[src/rtl/uart_pkt_decoder.sv]
`default_nettype none
// ============================================================================
// Module   : uart_pkt_decoder
// Purpose  : Host UART command endpoint. Assembles 7-byte packets
//            (cmd, addr[15:0] LSB first, data[31:0] LSB first) and issues
//            single-cycle CSR-write, buffer-write and start strobes.
//            STATUS commands get a 2-byte reply (0x70, status) on the TX side.
// Revision : 1.0 - initial release
// ----------------------------------------------------------------------------
// Ports    : clk, rst (sync, active-high)
//            rx_valid_i/rx_data_i      received byte stream
//            tx_ready_i/tx_valid_o/tx_data_o  reply byte stream
//            busy_i, done_i            accelerator status inputs
//            csr_we_o/csr_addr_o/csr_wdata_o  CSR write port
//            buf_a_we_o/buf_b_we_o/buf_addr_o/buf_wdata_o  buffer write port
//            start_pulse_o             compute start strobe
//            pkt_err_o                 sticky protocol error
// Options  : PKT_TIMEOUT_EN - when defined, a partial packet is dropped
//            after TIMEOUT_CYC idle cycles between bytes.
// ============================================================================
module uart_pkt_decoder #(
  parameter int TIMEOUT_CYC = 20000,
  parameter int BUF_ADDR_W  = 16
) (
  input  logic                  clk,
  input  logic                  rst,
  input  logic                  rx_valid_i,
  input  logic [7:0]            rx_data_i,
  input  logic                  tx_ready_i,
  output logic                  tx_valid_o,
  output logic [7:0]            tx_data_o,
  input  logic                  busy_i,
  input  logic                  done_i,
  output logic                  csr_we_o,
  output logic [7:0]            csr_addr_o,
  output logic [31:0]           csr_wdata_o,
  output logic                  buf_a_we_o,
  output logic                  buf_b_we_o,
  output logic [BUF_ADDR_W-1:0] buf_addr_o,
  output logic [31:0]           buf_wdata_o,
  output logic                  start_pulse_o,
  output logic                  pkt_err_o
);

  localparam logic [7:0] CMD_CSR_WR   = 8'h00;
  localparam logic [7:0] CMD_BUF_WR_A = 8'h20;
  localparam logic [7:0] CMD_BUF_WR_B = 8'h30;
  localparam logic [7:0] CMD_START    = 8'h50;
  localparam logic [7:0] CMD_STATUS   = 8'h70;
  localparam logic [7:0] REPLY_HDR    = 8'h70;

  typedef enum logic [1:0] {
    RX_IDLE     = 2'd0,
    RX_COLLECT  = 2'd1,
    RX_DISPATCH = 2'd2
  } rx_state_t;

  typedef enum logic [1:0] {
    R_IDLE = 2'd0,
    R_HDR  = 2'd1,
    R_STAT = 2'd2
  } tx_state_t;

  rx_state_t             rx_state_q;
  tx_state_t             tx_state_q;
  logic [2:0]            byte_cnt_q;
  logic [7:0]            cmd_q;
  logic [47:0]           payload_q;
  logic                  csr_we_q, buf_a_we_q, buf_b_we_q, start_q;
  logic [7:0]            csr_addr_q;
  logic [31:0]           csr_wdata_q, buf_wdata_q;
  logic [BUF_ADDR_W-1:0] buf_addr_q;
  logic                  tx_valid_q;
  logic [7:0]            tx_data_q, stat_q;
  logic                  pkt_err_q, done_seen_q;

  // Bytes 1..6 shift in from the top so that after six shifts the
  // first address byte sits at payload[7:0].
  logic [47:0] payload_d;
  logic [15:0] pkt_addr;
  logic [31:0] pkt_data;
  logic        last_byte;
  logic        cmd_known;
  logic        timeout;
  logic        queue_reply;
  logic        reply_done;
  logic        err_set;
  logic [7:0]  status_byte;

  assign payload_d = {rx_data_i, payload_q[47:8]};
  assign pkt_addr  = payload_d[15:0];
  assign pkt_data  = payload_d[47:16];
  assign last_byte = (rx_state_q == RX_COLLECT) && rx_valid_i && (byte_cnt_q == 3'd6);
  assign cmd_known = (cmd_q == CMD_CSR_WR) || (cmd_q == CMD_BUF_WR_A) ||
                     (cmd_q == CMD_BUF_WR_B) || (cmd_q == CMD_START) ||
                     (cmd_q == CMD_STATUS);

`ifdef PKT_TIMEOUT_EN
  localparam int GAP_W = $clog2(TIMEOUT_CYC + 1);
  logic [GAP_W-1:0] gap_q;

  // Fires on the TIMEOUT_CYC-th consecutive idle cycle inside a packet.
  assign timeout = (rx_state_q == RX_COLLECT) && !rx_valid_i &&
                   (gap_q == GAP_W'(TIMEOUT_CYC - 1));

  always_ff @(posedge clk) begin
    if (rst || (rx_state_q != RX_COLLECT) || rx_valid_i) begin
      gap_q <= '0;
    end else begin
      gap_q <= gap_q + 1'b1;
    end
  end
`else
  // TIMEOUT_CYC has no effect in this build; COLLECT waits indefinitely.
  assign timeout = 1'b0 & (TIMEOUT_CYC > 0);
`endif

  // Reply is queued only from DISPATCH and only if the TX side is free.
  assign queue_reply = (rx_state_q == RX_DISPATCH) && (cmd_q == CMD_STATUS) &&
                       (tx_state_q == R_IDLE);
  assign reply_done  = (tx_state_q == R_STAT) && tx_ready_i;
  assign status_byte = {5'b0, pkt_err_q, done_seen_q, busy_i};

  // Unknown cmd and START-while-busy are flagged when the packet completes;
  // a STATUS that cannot be answered is flagged in DISPATCH.
  assign err_set = (last_byte && (!cmd_known || ((cmd_q == CMD_START) && busy_i))) ||
                   ((rx_state_q == RX_DISPATCH) && (cmd_q == CMD_STATUS) &&
                    (tx_state_q != R_IDLE)) ||
                   timeout;

  // RX packet FSM and registered command strobes
  always_ff @(posedge clk) begin
    if (rst) begin
      rx_state_q  <= RX_IDLE;
      byte_cnt_q  <= 3'd0;
      cmd_q       <= 8'h00;
      payload_q   <= 48'h0;
      csr_we_q    <= 1'b0;
      csr_addr_q  <= 8'h00;
      csr_wdata_q <= 32'h0;
      buf_a_we_q  <= 1'b0;
      buf_b_we_q  <= 1'b0;
      buf_addr_q  <= '0;
      buf_wdata_q <= 32'h0;
      start_q     <= 1'b0;
    end else begin
      csr_we_q   <= 1'b0;
      buf_a_we_q <= 1'b0;
      buf_b_we_q <= 1'b0;
      start_q    <= 1'b0;
      case (rx_state_q)
        RX_IDLE: begin
          if (rx_valid_i) begin
            cmd_q      <= rx_data_i;
            byte_cnt_q <= 3'd1;
            rx_state_q <= RX_COLLECT;
          end
        end
        RX_COLLECT: begin
          if (timeout) begin
            rx_state_q <= RX_IDLE;
            byte_cnt_q <= 3'd0;
          end else if (rx_valid_i) begin
            payload_q  <= payload_d;
            byte_cnt_q <= byte_cnt_q + 3'd1;
            // Strobes are registered on the 7th byte so they are high
            // during the DISPATCH cycle itself.
            if (last_byte) begin
              rx_state_q <= RX_DISPATCH;
              case (cmd_q)
                CMD_CSR_WR: begin
                  csr_we_q    <= 1'b1;
                  csr_addr_q  <= pkt_addr[7:0];
                  csr_wdata_q <= pkt_data;
                end
                CMD_BUF_WR_A: begin
                  buf_a_we_q  <= 1'b1;
                  buf_addr_q  <= pkt_addr[BUF_ADDR_W-1:0];
                  buf_wdata_q <= pkt_data;
                end
                CMD_BUF_WR_B: begin
                  buf_b_we_q  <= 1'b1;
                  buf_addr_q  <= pkt_addr[BUF_ADDR_W-1:0];
                  buf_wdata_q <= pkt_data;
                end
                CMD_START: start_q <= pkt_data[0] & ~busy_i;
                default: ;
              endcase
            end
          end
        end
        RX_DISPATCH: begin
          // A byte arriving here is the first byte of the next packet.
          if (rx_valid_i) begin
            cmd_q      <= rx_data_i;
            byte_cnt_q <= 3'd1;
            rx_state_q <= RX_COLLECT;
          end else begin
            byte_cnt_q <= 3'd0;
            rx_state_q <= RX_IDLE;
          end
        end
        default: rx_state_q <= RX_IDLE;
      endcase
    end
  end

  // Reply FSM: header then status byte, each held until tx_ready_i
  always_ff @(posedge clk) begin
    if (rst) begin
      tx_state_q <= R_IDLE;
      tx_valid_q <= 1'b0;
      tx_data_q  <= 8'h00;
      stat_q     <= 8'h00;
    end else begin
      case (tx_state_q)
        R_IDLE: begin
          if (queue_reply) begin
            tx_valid_q <= 1'b1;
            tx_data_q  <= REPLY_HDR;
            stat_q     <= status_byte;
            tx_state_q <= R_HDR;
          end
        end
        R_HDR: begin
          if (tx_ready_i) begin
            tx_data_q  <= stat_q;
            tx_state_q <= R_STAT;
          end
        end
        R_STAT: begin
          if (tx_ready_i) begin
            tx_valid_q <= 1'b0;
            tx_state_q <= R_IDLE;
          end
        end
        default: tx_state_q <= R_IDLE;
      endcase
    end
  end

  // Sticky flags: a new event in the same cycle as a reply completion wins.
  always_ff @(posedge clk) begin
    if (rst) begin
      pkt_err_q   <= 1'b0;
      done_seen_q <= 1'b0;
    end else begin
      if (err_set) begin
        pkt_err_q <= 1'b1;
      end else if (reply_done) begin
        pkt_err_q <= 1'b0;
      end
      if (done_i) begin
        done_seen_q <= 1'b1;
      end else if (reply_done) begin
        done_seen_q <= 1'b0;
      end
    end
  end

  assign tx_valid_o    = tx_valid_q;
  assign tx_data_o     = tx_data_q;
  assign csr_we_o      = csr_we_q;
  assign csr_addr_o    = csr_addr_q;
  assign csr_wdata_o   = csr_wdata_q;
  assign buf_a_we_o    = buf_a_we_q;
  assign buf_b_we_o    = buf_b_we_q;
  assign buf_addr_o    = buf_addr_q;
  assign buf_wdata_o   = buf_wdata_q;
  assign start_pulse_o = start_q;
  assign pkt_err_o     = pkt_err_q;

endmodule
`default_nettype wire

[config.mk]
export PLATFORM = sky130hd
export DESIGN_NAME = uart_pkt_decoder
export DESIGN_NICKNAME = d
export VERILOG_FILES = /design/src/rtl/uart_pkt_decoder.sv
export SDC_FILE = /design/constraint.sdc
export NUM_CORES = 1
export LEC_CHECK = 0
export ABC_AREA = 0
export BUFFER_PORTS_ARGS = -buffer_cell sky130_fd_sc_hd__buf_4
export CAP_MARGIN = 40
export CORE_MARGIN = 2
export CORE_UTILIZATION = 58
export DETAILED_ROUTE_END_ITERATION = 8
export PLACE_DENSITY = 0.83
export SLEW_MARGIN = 20
export SYNTH_ARGS = -nofsm -noshare
export SYNTH_HDL_FRONTEND = slang
export SYNTH_SLANG_ARGS = --single-unit
export TNS_END_PERCENT = 50
[constraint.sdc]
create_clock -name clk -period 5.44 [get_ports clk]
set_input_delay 0.544 -clock clk [delete_from_list [all_inputs] [get_ports clk]]
set_output_delay 0.544 -clock clk [all_outputs]
set_load 0.05 [all_outputs]
==> results.py, run 1 <==
metrics = {
    "routing": {
        "avgViaCountPerCell": 5.36,
        "drc": 0,
        "wire_per_inst_um": 15.0,
        "drtAntennaViolNets": 0,
        "via_count": 4804,
        "routed_wirelength_um": 13500,
        "drt-initial-drc-count": 304,
        "first_pass_iters": 5,
    },
    "final_layout": {
        "antenna_cells": 0,
        "area_growth_pct": 23.5,
        "mostFrequentLayoutCells": "nand2_1 (182), dfxtp_1 (157), buf_4 (120)",
        "final_nets": 772,
        "layout_commonest_cell": "nand2_1",
        "drive_gt1_share_pct": 20.9,
    },
    "sta": {
        "tns_ns": 0,
        "finalHoldViolCount": 0,
        "fmax_ghz": 0.403,
        "setup_ws_ns": 2.96,
        "drv_slew": 0,
        "period_needed_ns": 2.48,
        "finClkSkew_ns": 0.00973,
        "holdWs_ns": 0.228,
        "relSlewSlack_pct": 47.9,
        "setup_viol": 0,
        "worst_slew_pin_slew_ns": 0.782,
        "rsz0062_at_grt": "no",
        "finalCritPeriodShare_pct": 45.6,
    },
    "die": {
        "rows": 36,
        "core-area_um2": 9770,
        "fp.dieH_um": 104,
        "start_util_pct": 59.5,
        "pin_count": 116,
        "die_w_um": 104,
        "die_area_um2": 10900,
    },
    "clock_tree": {
        "cts_hold_buf": 0,
        "cts-root-buf": "clkbuf_8",
        "cts_buffers": 17,
        "clock_latency_ns": 0.53,
        "cts.path.max_buffers": 2,
        "cts_resized": 0,
        "cts_tree": "yes",
        "clk_pin_slew_ns": 0.06,
        "cts_sinks": 157,
        "cts.htree.levels": 4,
        "cts_setup_buffers": 0,
    },
    "logic_synthesis": {
        "synth_top_family_by_area": "simple AND/OR/NAND/NOR gates",
        "muxShareOfSynthArea_pct": 9.65,
        "syn_inst": 659,
        "synth_edf_count": 0,
        "synth_xor_area_share_pct": 0,
        "ys_seq_area_share_pct": 54.0,
        "synth_cell_types": 39,
        "synthSimpleGateAreaFrac_pct": 20.3,
        "synth_area_per_cell_um2": 8.83,
        "synthFlopType": "dfxtp_1",
        "synth_area_leaders": "dfxtp_1 (54%), nand2_1 (12%), mux2i_1 (9.5%), a21oi_1 (8.1%), nor2_1 (4.5%)",
        "synthArstFlopShare_pct": 0,
        "synth_compound_area_share_pct": 9.55,
        "syn_area_um2": 5820,
        "yosysTopAreaCellShare_pct": 54.0,
        "synth_fa_ha_area_share_pct": 1.51,
        "ys_ff_latch": 157,
        "yosysWarnings": 0,
        "synth_top_area_cell": "dfxtp_1",
    },
    "critical_path": {
        "crit_type": "register to register",
        "cp_data_required_time_ns": 5.81,
        "arrival_ns": 2.85,
        "cp-start-kind": "register",
        "critPathMaxFanout": 48,
        "crit_path_end_kind": "register",
    },
    "pwr": {
        "switching_share_pct": 25.2,
        "p_int_mw": 1.91,
        "seqPwrFrac_pct": 47.7,
        "worst_ir_drop_vdd_uv": 252,
        "clkPwrFrac_pct": 42.7,
        "cellPowerDensity_nw_per_um2": 355,
        "p_sw_mw": 0.645,
        "comb_power_share_pct": 9.6,
        "leakagePower_nw": 2.75,
    },
    "global_route": {
        "grtUsageTotal_pct": 25.1,
        "grt_antenna_before_repair": 0,
        "grt_pass1_vias": 4508,
        "grt-ovfl-total": 0,
        "grt_max_degree": 81,
        "grt_pass1_wl_um": 22000,
    },
    "placement": {
        "dp_slack_ns": 3.03,
        "gp_congestion": 0.791,
        "hpwl_um": 8540,
        "io_buffers": 113,
    },
    "status": {
        "outcome": "finished clean",
    },
    "min_path": {
        "min_path_type": "input port to register",
    },
    "job": {
        "cap_violations": 0,
    },
}
metal layers:
| layer | vias up | track usage (%) | part of all wire [%] |
|---|---|---|---|
| li1 | 2350 | - | - |
| met1 | 2264 | 32.4 | 44 |
| met2 | 175 | 40.3 | 48 |
| met3 | 15 | 5.83 | 6.7 |
| met4 | 0 | 10.7 | 1.0 |
| met5 | - | 0 | 0 |
worst paths after layout:
path / start / endpoint / slack [ns] / cells after the start
setup reg to reg: rx_state_q[1] / buf_wdata_o[4] / 2.96 / 6
setup / recovery: rx_state_q[1] / buf_wdata_o[4] / 2.96 / 6
hold / removal: done_i / done_seen_q / 0.23 / 3
hold reg to reg: buf_wdata_o[10] / buf_wdata_o[10] / 0.45 / 2
kinds of logic (layout without fill, tap and decap cells):
group / count (synthesis) / after routing
other: 1 / 2
multiplexers: 56 / 56
AO/OA/AOI/OAI: 104 / 104
flip-flops: 157 / 157
adder cells (fa/ha/maj): 7 / 7
AND/OR/NAND/NOR: 280 / 280
buffers and inverters: 54 / 158
per-stage QoR:
step / instances / util, % / area, um2 / power [mW]
after floorplan: 660 / - / 5820 / 1.42
after global placement: 864 / 67.8 / 6630 / 1.46
after detailed placement: 864 / 67.8 / 6630 / 1.48
after CTS: 896 / 73.5 / 7180 / 2.56
after global routing: 897 / 73.5 / 7190 / 2.65
final: 897 / 73.5 / 7190 / 2.55
power groups by stage:
stage	clock (mW)	sequential (mW)	combinational (mW)
2_1_floorplan	0	1.23	0.198
3_3_place_gp	0	1.24	0.224
3_5_place_dp	0	1.24	0.236
4_1_cts	1.10	1.22	0.239
5_1_grt	1.15	1.22	0.267
6_report	1.09	1.22	0.245
synthesized netlist by cell type (all sizes together) (2+ instances only):
cell	instances
o21ai	2
nand3b	3
ha	7
nor3b	3
inv	6
buf	19
nor4	4
or4	4
nand2b	3
mux2i	55
nand2	182
dfxtp	157
a21oi	94
nand4	2
nor2	69
clkbuf	29
nor3	3
a221o	4
critical path: stages, from the launching register on:
cell and delay, ns:
dfxtp_1 0.34, inv_1 0.15, ha_1 0.30, nand4_1 0.38, or4_4 0.88, nand2_1 0.17
a21oi_1 0.07
sequential cells by signal, indices dropped and copies added, names as in the netlist:
signal / flops
payload_q: 40
buf_wdata_o: 32
csr_wdata_o: 32
buf_addr_o: 16
cmd_q: 8
csr_addr_o: 8
tx_data_o: 4
byte_cnt_q: 3
stat_q: 3
rx_state_q: 2
tx_state_q: 2
buf_a_we_o: 1
buf_b_we_o: 1
csr_we_o: 1
done_seen_q: 1
pkt_err_o: 1
start_pulse_o: 1
tx_valid_o: 1
cell type report:
cell class              instances  area [um2]
flip-flops and latches        157        3140
fillers                       730        2590
multi-input cells             449        2400
repair buffers                120         901
clock buffers                  22         463
well taps                     133         166
clock inverters                10        88.8
inverters                       6        22.5
No activity file was read; power rests on OpenSTA's default activity.
==> run 2: changes to the inputs <==
--- a/config.mk
+++ b/config.mk
@@ -9,9 +9,9 @@
 export BUFFER_PORTS_ARGS = -buffer_cell sky130_fd_sc_hd__buf_4
 export CAP_MARGIN = 40
 export CORE_MARGIN = 2
-export CORE_UTILIZATION = 58
+export CORE_UTILIZATION = 54
 export DETAILED_ROUTE_END_ITERATION = 8
-export PLACE_DENSITY = 0.83
+export PLACE_DENSITY = 0.78
 export SLEW_MARGIN = 20
 export SYNTH_ARGS = -nofsm -noshare
 export SYNTH_HDL_FRONTEND = slang
==> constraint.sdc (replaced) <==
create_clock -name clk -period 2.55 [get_ports clk]
set_input_delay 0.255 -clock clk [delete_from_list [all_inputs] [get_ports clk]]
set_output_delay 0.255 -clock clk [all_outputs]
set_load 0.05 [all_outputs]
==> run 2 against run 1 <==
Net effect:
- critical path depth is 2 higher
- final cell count up 1.2%
- setup slack worse by 2.6 ns
- global-route usage is 1.3 points lower
- sequential power increased by 110%
- count of clock-buffer cells in the layout fell by 2
- hold slack got worse by 0.20 ns
- routed wire length fell by 0.54%
- non-clock buffer count increased by 8
==> results.py, run 2 (synthesized netlist as in run 1, its figures left out) <==
metrics = {
    "clock_tree": {
        "cts_setup_buffers": 0,
        "cts.path.max_buffers": 2,
        "clk_pin_slew_ns": 0.06,
        "cts_hold_buf": 5,
        "cts_resized": 0,
        "cts_buffers": 17,
        "cts-root-buf": "clkbuf_8",
        "cts.htree.levels": 4,
        "clock_latency_ns": 0.52,
        "cts_tree": "yes",
        "cts_sinks": 157,
    },
    "final_layout": {
        "layout_commonest_cell": "nand2_1",
        "final_nets": 780,
        "antenna_cells": 0,
        "largest_register_ffs": 40,
        "area_growth_pct": 26.6,
        "top_register": "payload_q",
        "mostFrequentLayoutCells": "nand2_1 (182), dfxtp_1 (157), buf_4 (121)",
        "register_area_um2": 3140,
        "drive_gt1_share_pct": 21.2,
        "multi_input_area_um2": 2400,
        "fillers": 793,
    },
    "routing": {
        "drc": 0,
        "via_count": 4811,
        "drtAntennaViolNets": 0,
        "first_pass_iters": 6,
        "drt-initial-drc-count": 257,
        "wire_per_inst_um": 14.8,
        "routed_wirelength_um": 13400,
        "avgViaCountPerCell": 5.30,
    },
    "sta": {
        "relSlewSlack_pct": 48.6,
        "worst_slew_pin_slew_ns": 0.772,
        "tns_ns": 0,
        "rsz0062_at_grt": "no",
        "drv_slew": 0,
        "fmax_ghz": 0.449,
        "holdWs_ns": 0.0236,
        "period_needed_ns": 2.23,
        "finalHoldViolCount": 0,
        "finClkSkew_ns": 0.00672,
        "setup_viol": 0,
        "finalCritPeriodShare_pct": 87.4,
    },
    "die": {
        "start_util_pct": 55.9,
        "pin_count": 116,
        "die_w_um": 108,
        "fp.dieH_um": 108,
        "rows": 37,
        "die_area_um2": 11600,
        "core-area_um2": 10400,
    },
    "placement": {
        "io_buffers": 113,
        "hpwl_um": 8660,
        "gp_congestion": 0.774,
    },
    "pwr": {
        "cellPowerDensity_nw_per_um2": 782,
        "worst_ir_drop_vdd_uv": 586,
        "leakagePower_nw": 2.83,
        "power_mw": 5.76,
    },
    "critical_path": {
        "arrival_ns": 2.61,
        "crit_path_end_kind": "register",
        "reg2regPathDepth": 8,
        "cp-start-kind": "register",
        "worstReg2RegStart": "rx_state_q[1]",
        "rr_endpoint": "csr_wdata_o[4]",
        "crit_type": "register to register",
        "critPathMaxStageDelay_ns": 0.35,
        "critPathMaxFanout": 32,
        "cp_data_required_time_ns": 2.93,
        "critPathSlowestCell": "dfxtp_1",
        "reg2reg_slack_ns": 0.32,
        "path_cells": "inv_1 -> ha_1 -> nand4_1 -> buf_4 -> nor4_4 -> buf_12 -> mux2i_1 -> nor2_1",
    },
    "global_route": {
        "grt_use_met3_pct": 5.69,
        "grt_pass1_vias": 4417,
        "grt-ovfl-total": 0,
        "grt_antenna_before_repair": 0,
        "gr-max-usage-layer": "met2",
        "grt_max_degree": 79,
        "grt_pass1_wl_um": 21400,
        "grt_use_met2_pct": 37.7,
        "use_met1_pct": 30.9,
        "grtUsageTotal_pct": 23.7,
    },
    "min_path": {
        "hold_depth": 3,
        "min_from": "rx_data_i[7]",
        "min_to": "cmd_q[7]",
        "min_path_type": "input port to register",
    },
    "status": {
        "outcome": "finished clean",
    },
    "job": {
        "cap_violations": 0,
    },
}
==> run 2: where the power goes <==
group          internal [mW]  switching (mW)  total, mW
logic                  0.194           0.327      0.521
registers               2.52          0.0837       2.60
clock network           1.65           0.986       2.64
total                   4.36            1.40       5.76
==> run 2: final cells by class <==
cell class	count	area share [%]
flip-flops and latches	157	42.7
multi-input cells	449	32.6
repair buffers	128	13.6
clock buffers	20	6.05
clock inverters	12	2.50
well taps	136	2.31
inverters	6	0.306
==> run 2: metrics by stage <==
| step | worst slack, ns | std cells | area (um2) | utilization (%) |
|---|---|---|---|---|
| detailed placement | 0.338 | 871 | 6690 | 64.2 |
| floorplan | 0.539 | 660 | 5820 | - |
| finish | 0.320 | 908 | 7370 | 70.7 |
| global route | 0.182 | 908 | 7370 | 70.7 |
| global placement | 0.457 | 871 | 6690 | 64.2 |
| CTS | 0.317 | 908 | 7370 | 70.7 |
==> run 2: worst max-delay path by stage <==
stage | startpoint | endpoint | cells after the start
final | rx_state_q[1] | csr_wdata_o[4] | 8
after global routing | rx_state_q[1] | csr_wdata_o[3] | 8
after CTS | rx_state_q[1] | csr_addr_o[2] | 8
after detailed placement | rx_state_q[1] | csr_addr_o[2] | 8
after global placement | rx_state_q[1] | csr_wdata_o[10] | 8
after floorplan | rx_state_q[1] | buf_wdata_o[11] | 8
==> run 2: per-layer routing <==
| metal | vias up | routed length [um] |
|---|---|---|
| li1 | 2371 | - |
| met1 | 2256 | 5990 |
| met2 | 163 | 6410 |
| met3 | 21 | 774 |
| met4 | 0 | 246 |
| met5 | - | 0 |
==> run 2: worst max-delay path, delay by kind of cell (launching register included) <==
family	cells	cell delay (ns)
AND/OR/NAND/NOR	3	0.53
flip-flops	1	0.35
multiplexers	1	0.23
adder cells (fa/ha/maj)	1	0.32
buffers and inverters	3	0.64
